[src/rtl/ps2_tx.sv]
// Host-to-device PS/2 transmitter: request-to-send, 8 data bits + odd parity,
// stop bit, device acknowledge check, with a per-edge inactivity timeout.
`timescale 1ns/1ps
module ps2_tx #(
    parameter int unsigned INHIBIT_CYCLES = 13000,
    parameter int unsigned FILTER_LEN     = 8,
    parameter int unsigned TIMEOUT_CYCLES = 2000000
) (
    input  logic       clk,
    input  logic       reset,
    input  logic       wr_ps2,
    input  logic [7:0] din,
    input  logic       ps2c,
    input  logic       ps2d,
    output logic       ps2c_oe,
    output logic       ps2d_oe,
    output logic       tx_idle,
    output logic       tx_done_tick,
    output logic       tx_err
);

    localparam int unsigned MAX_AB = (INHIBIT_CYCLES > TIMEOUT_CYCLES) ? INHIBIT_CYCLES : TIMEOUT_CYCLES;
    localparam int unsigned MAX_P  = (MAX_AB > FILTER_LEN) ? MAX_AB : FILTER_LEN;
    localparam int unsigned CW     = $clog2(MAX_P + 1);
    localparam int unsigned FW     = $clog2(FILTER_LEN + 1);
    localparam int unsigned NW     = 4;
    localparam int unsigned FRW    = 9;

    typedef enum logic [2:0] {
        S_IDLE,
        S_RTS,
        S_REL,
        S_START,
        S_DATA,
        S_ACK,
        S_WAIT,
        S_DONE
    } state_t;

    // Input path registers
    logic          r_c_s1, r_c_s2, r_d_s1, r_d_s2;
    logic          r_filt, r_filt_d;
    logic [FW-1:0] r_fcnt;
    logic          w_fall;

    // FSM state and datapath registers
    state_t         r_state, w_state_nxt;
    logic [CW-1:0]  r_cnt, w_cnt_nxt;
    logic [NW-1:0]  r_n, w_n_nxt;
    logic [FRW-1:0] r_frame, w_frame_nxt;
    logic           r_c_oe, w_c_oe_nxt;
    logic           r_d_oe, w_d_oe_nxt;
    logic           r_err, w_err_nxt;
    logic           r_idle, r_done;
    logic           w_active;

    // Synchronize both pads and glitch-filter the clock line; idle lines are high
    always_ff @(posedge clk or negedge reset) begin
        if (!reset) begin
            r_c_s1   <= 1'b1;
            r_c_s2   <= 1'b1;
            r_d_s1   <= 1'b1;
            r_d_s2   <= 1'b1;
            r_filt   <= 1'b1;
            r_filt_d <= 1'b1;
            r_fcnt   <= '0;
        end else begin
            r_c_s1   <= ps2c;
            r_c_s2   <= r_c_s1;
            r_d_s1   <= ps2d;
            r_d_s2   <= r_d_s1;
            r_filt_d <= r_filt;
            if (r_c_s2 == r_filt) begin
                r_fcnt <= '0;
            end else if (r_fcnt >= FW'(FILTER_LEN - 1)) begin
                r_filt <= r_c_s2;
                r_fcnt <= '0;
            end else begin
                r_fcnt <= r_fcnt + FW'(1);
            end
        end
    end

    assign w_fall = r_filt_d & ~r_filt;

    // State register plus all registered outputs
    always_ff @(posedge clk or negedge reset) begin
        if (!reset) begin
            r_state <= S_IDLE;
            r_cnt   <= '0;
            r_n     <= '0;
            r_frame <= '0;
            r_c_oe  <= 1'b0;
            r_d_oe  <= 1'b0;
            r_err   <= 1'b0;
            r_idle  <= 1'b1;
            r_done  <= 1'b0;
        end else begin
            r_state <= w_state_nxt;
            r_cnt   <= w_cnt_nxt;
            r_n     <= w_n_nxt;
            r_frame <= w_frame_nxt;
            r_c_oe  <= w_c_oe_nxt;
            r_d_oe  <= w_d_oe_nxt;
            r_err   <= w_err_nxt;
            r_idle  <= (w_state_nxt == S_IDLE);
            r_done  <= (w_state_nxt == S_DONE);
        end
    end

    assign w_active = (r_state == S_START) || (r_state == S_DATA) ||
                      (r_state == S_ACK)   || (r_state == S_WAIT);

    // Next-state and next-output logic; shared counter times inhibit and timeout
    always_comb begin
        w_state_nxt = r_state;
        w_cnt_nxt   = (r_cnt != '1) ? r_cnt + CW'(1) : r_cnt;
        w_n_nxt     = r_n;
        w_frame_nxt = r_frame;
        w_c_oe_nxt  = r_c_oe;
        w_d_oe_nxt  = r_d_oe;
        w_err_nxt   = r_err;

        unique case (r_state)
            S_IDLE: begin
                w_cnt_nxt = '0;
                if (wr_ps2) begin
                    w_frame_nxt = {~^din, din};
                    w_n_nxt     = '0;
                    w_err_nxt   = 1'b0;
                    w_c_oe_nxt  = 1'b1;
                    w_state_nxt = S_RTS;
                end
            end
            S_RTS: begin
                if (r_cnt >= CW'(INHIBIT_CYCLES - 1)) begin
                    w_d_oe_nxt  = 1'b1;
                    w_state_nxt = S_REL;
                end
            end
            S_REL: begin
                w_c_oe_nxt  = 1'b0;
                w_cnt_nxt   = '0;
                w_state_nxt = S_START;
            end
            S_START, S_DATA: begin
                if (w_fall) begin
                    w_cnt_nxt = '0;
                    w_n_nxt   = r_n + NW'(1);
                    if (r_n == NW'(9)) begin
                        w_d_oe_nxt  = 1'b0;
                        w_state_nxt = S_ACK;
                    end else begin
                        w_d_oe_nxt  = ~r_frame[r_n];
                        w_state_nxt = S_DATA;
                    end
                end
            end
            S_ACK: begin
                if (w_fall) begin
                    w_cnt_nxt   = '0;
                    w_err_nxt   = r_d_s2;
                    w_state_nxt = S_WAIT;
                end
            end
            S_WAIT: begin
                if (r_filt && r_d_s2) begin
                    w_state_nxt = S_DONE;
                end
            end
            S_DONE: begin
                w_state_nxt = S_IDLE;
            end
            default: begin
                w_state_nxt = S_IDLE;
            end
        endcase

        // Abort when the device stops clocking
        if (w_active && !w_fall && (r_cnt >= CW'(TIMEOUT_CYCLES - 1))) begin
            w_c_oe_nxt  = 1'b0;
            w_d_oe_nxt  = 1'b0;
            w_err_nxt   = 1'b1;
            w_state_nxt = S_DONE;
        end
    end

    assign ps2c_oe      = r_c_oe;
    assign ps2d_oe      = r_d_oe;
    assign tx_idle      = r_idle;
    assign tx_done_tick = r_done;
    assign tx_err       = r_err;

endmodule

[config.mk]
export PLATFORM = sky130hd
export DESIGN_NAME = ps2_tx
export DESIGN_NICKNAME = d
export VERILOG_FILES = /design/src/rtl/ps2_tx.sv
export SDC_FILE = /design/constraint.sdc
export NUM_CORES = 1
export LEC_CHECK = 0
export ABC_AREA = 1
export CAP_MARGIN = 20
export CORE_AREA = 4 4 84 78
export DETAILED_ROUTE_END_ITERATION = 8
export DIE_AREA = 0 0 88 82
export GPL_TIMING_DRIVEN = 0
export HOLD_SLACK_MARGIN = 0.08
export PLACE_DENSITY = 0.73
export SYNTH_ARGS = -nofsm -noshare
export SYNTH_HDL_FRONTEND = slang
export SYNTH_SLANG_ARGS = --single-unit
[constraint.sdc]
create_clock -name clk -period 1.9 [get_ports clk]
set_input_delay 0.38 -clock clk [delete_from_list [all_inputs] [get_ports clk]]
set_output_delay 0.38 -clock clk [all_outputs]
set_load 0.02 [all_outputs]
==> summary.txt <==
status = complete, no violations
number of global-route vias before repair = 2,550
WL/cell = 13.1 µm
CP Cell Sequence = clkdlybuf4s50_1
Unique masters post-synth = 33
CP max-delay cell = clkdlybuf4s50_1
final setup fails = 0
initial antenna violation count = 0
Die Wd = 88 µm
slowest stage delay, CP = 590 ps
row count = 26
RSZ-0062 raised after global routing = no
Post-Place Worst Slack = 95.9 ps
detailed placement HPWL = 4930 µm
CTS root buffer = clkbuf_8
Clock transition at path regs = 100 ps
CP top delay family = buffers and inverters
hold_ws = 360 ps
Worst-Skew Late Latency = 310 ps
Die H = 82 µm
final slew viol count = 0
GRT overflow = 0
minimum clock period = 1810 ps
WP data required = 1520 ps
global-route wire length before repair = 11,400 µm
worst-path maximum fanout = 1
Final WS setup = 88.0 ps
Initial Utilization = 53.9%
Layout Skew = 10.9 ps
Syn Inst Count = 400
Die ar. = 0.00722 mm²
post-route ant nets = 0
synthesized area per cell = 7.58 µm²
share of cells above drive strength 1 = 13.1%
drt drc = 0
Routed WL = 6500 µm
CP endpoint kind = output port
PwrDens = 603 mW/mm²
IO buf count = 17
Vias/cell = 5.33
Synthesized Nets = 417
Max rail drop VDD = 0.419 mV
H-tree depth = 2
sequential element share of the synthesized area = 43.2%
fin nets = 443
Layout area overhead = 12.9%
worst setup path category = register to output port
WP data arrival = 1430 ps
Min-Delay Path Class = register to register
Global Route Usage Sum = 20.2%
Hold Fails Final Rpt = 0
Core Footprint = 0.00563 mm²
1st-pass router iterations = 5
most common cell after layout, fill and taps aside = nand2_1
postcts setup bufs = 0
nature of the critical path startpoint = register
maximum clock rate = 552 MHz
DR vias = 2,650
CTS sink cnt = 52
largest net degree at the start of global routing = 34
DR iter-0 viols = 197
Seq cells post-synth = 52
Least-Margin Pin Slew = 458 ps
synthesized area = 0.00303 mm²
Clock Tree Buf Depth = 2
GP Congestion = 0.914
Max-slew headroom = 69.5%
num ports = 18
Final period util = 95.4%
diodes inserted = 0
CTS tree = done
LEAKAGE = 1.66 nW
Max-Cap Viols = 0
most frequent cells in the layout = nand2_1, nor2_1, dfrtp_1
Fillers = 516
Yosys warnings = 0
Buf+Inv Stages, Crit Path = 1
Num CTS Buffers = 5
[report_power, final]
part | leakage, nW | internal, mW | switching (mW) | total [mW]
registers | 0.643 | 1.17 | 0.0349 | 1.20
logic | 0.970 | 0.0787 | 0.122 | 0.200
clock network | 0.0445 | 0.263 | 0.400 | 0.663
[logic make-up (layout without fill, tap and decap cells)]
kind of cell,Yosys count,count (layout),share of synthesized area [%]
buffers and inverters,49,76,6.35
flip-flops,52,52,43.2
AND/OR/NAND/NOR,227,227,34.8
adder cells (fa/ha/maj),4,4,1.65
XOR/XNOR,17,17,4.91
AO/OA/AOI/OAI,51,51,9.08
[per-layer routing]
metal | vias to the layer above | wire length (µm) | global-route usage [%]
li1 | 1341 | - | -
met1 | 1217 | 3100 | 27.1
met2 | 78 | 2920 | 33.3
met3 | 14 | 351 | 3.21
met4 | 0 | 121 | 6.90
met5 | - | 0 | 0
[state kept, by name, summed over array words and instances, names as in the netlist]
signal	flops
r_c_s1	1
tx_idle	1
ps2d_oe	1
ps2c_oe	1
r_d_s1	1
r_filt	1
r_state	3
r_c_s2	1
r_filt_d	1
r_fcnt	4
tx_done_tick	1
r_cnt	21
r_d_s2	1
r_n	4
tx_err	1
r_frame	9
[timing repair]
action	CTS	global route
hold buffers	1	0
endpoints found under the setup margin	0	12
endpoints found under the hold margin	18	0
resized for setup	0	4
[area by class of cell]
type                    count  area, µm²  share of cell area (%)
clock buffers               5       68.8                    2.01
inverters                  44        165                    4.82
plain buffers               5       27.5                   0.804
multi-input cells         299       1550                    45.2
repair buffers             19        195                    5.70
well taps                  70       87.6                    2.56
flip-flops and latches     52       1310                    38.3
clock inverters             3       21.3                   0.621
[worst paths after layout]
path,endpoint,slack [ps],from,depth (start not counted)
worst max-delay path,tx_idle,90,tx_idle,1
worst min-delay path,r_c_s2,360,r_c_s1,0
worst max register to register,r_cnt[16],140,r_cnt[1],8
worst min register to register,r_c_s2,360,r_c_s1,0
max in group asynchronous,r_c_s1,770,reset,3
min in group asynchronous,r_cnt[6],530,reset,2
[worst register-to-register path: stages, from the launching register on]
cell and delay, ps:
dfrtp_1 410, ha_2 250, nand3_1 140, nor3_4 230, nand4_1 180, buf_2 240, nand2_1 100, nand3_1 70
nand2_1 70
[through the flow]
stage	power, mW	utilization [%]	TNS (ps)	std cells	instance area, µm²
6_report	2.06	60.8	0	497	3420
5_1_grt	2.16	60.8	0	497	3420
4_1_cts	2.08	60.5	0	497	3410
3_5_place_dp	1.42	58.7	0	488	3310
3_3_place_gp	1.41	58.5	-50010	487	3290
2_1_floorplan	1.33	-	0	400	3030
[synthesized netlist by cell type]
library cell / n / area share [%]
a211oi_1: 1 / 0.25
a21oi_1: 18 / 3.0
a21oi_4: 1 / 0.54
a31oi_1: 3 / 0.62
buf_2: 4 / 0.66
buf_4: 1 / 0.25
clkinv_1: 1 / 0.12
dfrtp_1: 45 / 37
dfstp_2: 7 / 6.1
ha_1: 4 / 1.7
inv_1: 38 / 4.7
inv_2: 5 / 0.62
nand2_1: 102 / 13
nand2_2: 7 / 1.4
nand2_4: 1 / 0.37
nand3_1: 28 / 4.6
nand3_2: 4 / 1.3
nand3_4: 1 / 0.58
nand4_1: 9 / 1.9
nand4_2: 1 / 0.41
nor2_1: 53 / 6.6
nor2_2: 3 / 0.62
nor2_4: 3 / 1.1
nor3_1: 9 / 1.5
nor3_2: 2 / 0.66
nor3_4: 1 / 0.54
o211ai_1: 1 / 0.25
o21ai_0: 23 / 3.8
o21ai_1: 4 / 0.66
or2_1: 1 / 0.21
or2_2: 2 / 0.41
xnor2_1: 6 / 1.7
xor2_1: 11 / 3.2
(Power assumes the default switching activity.)
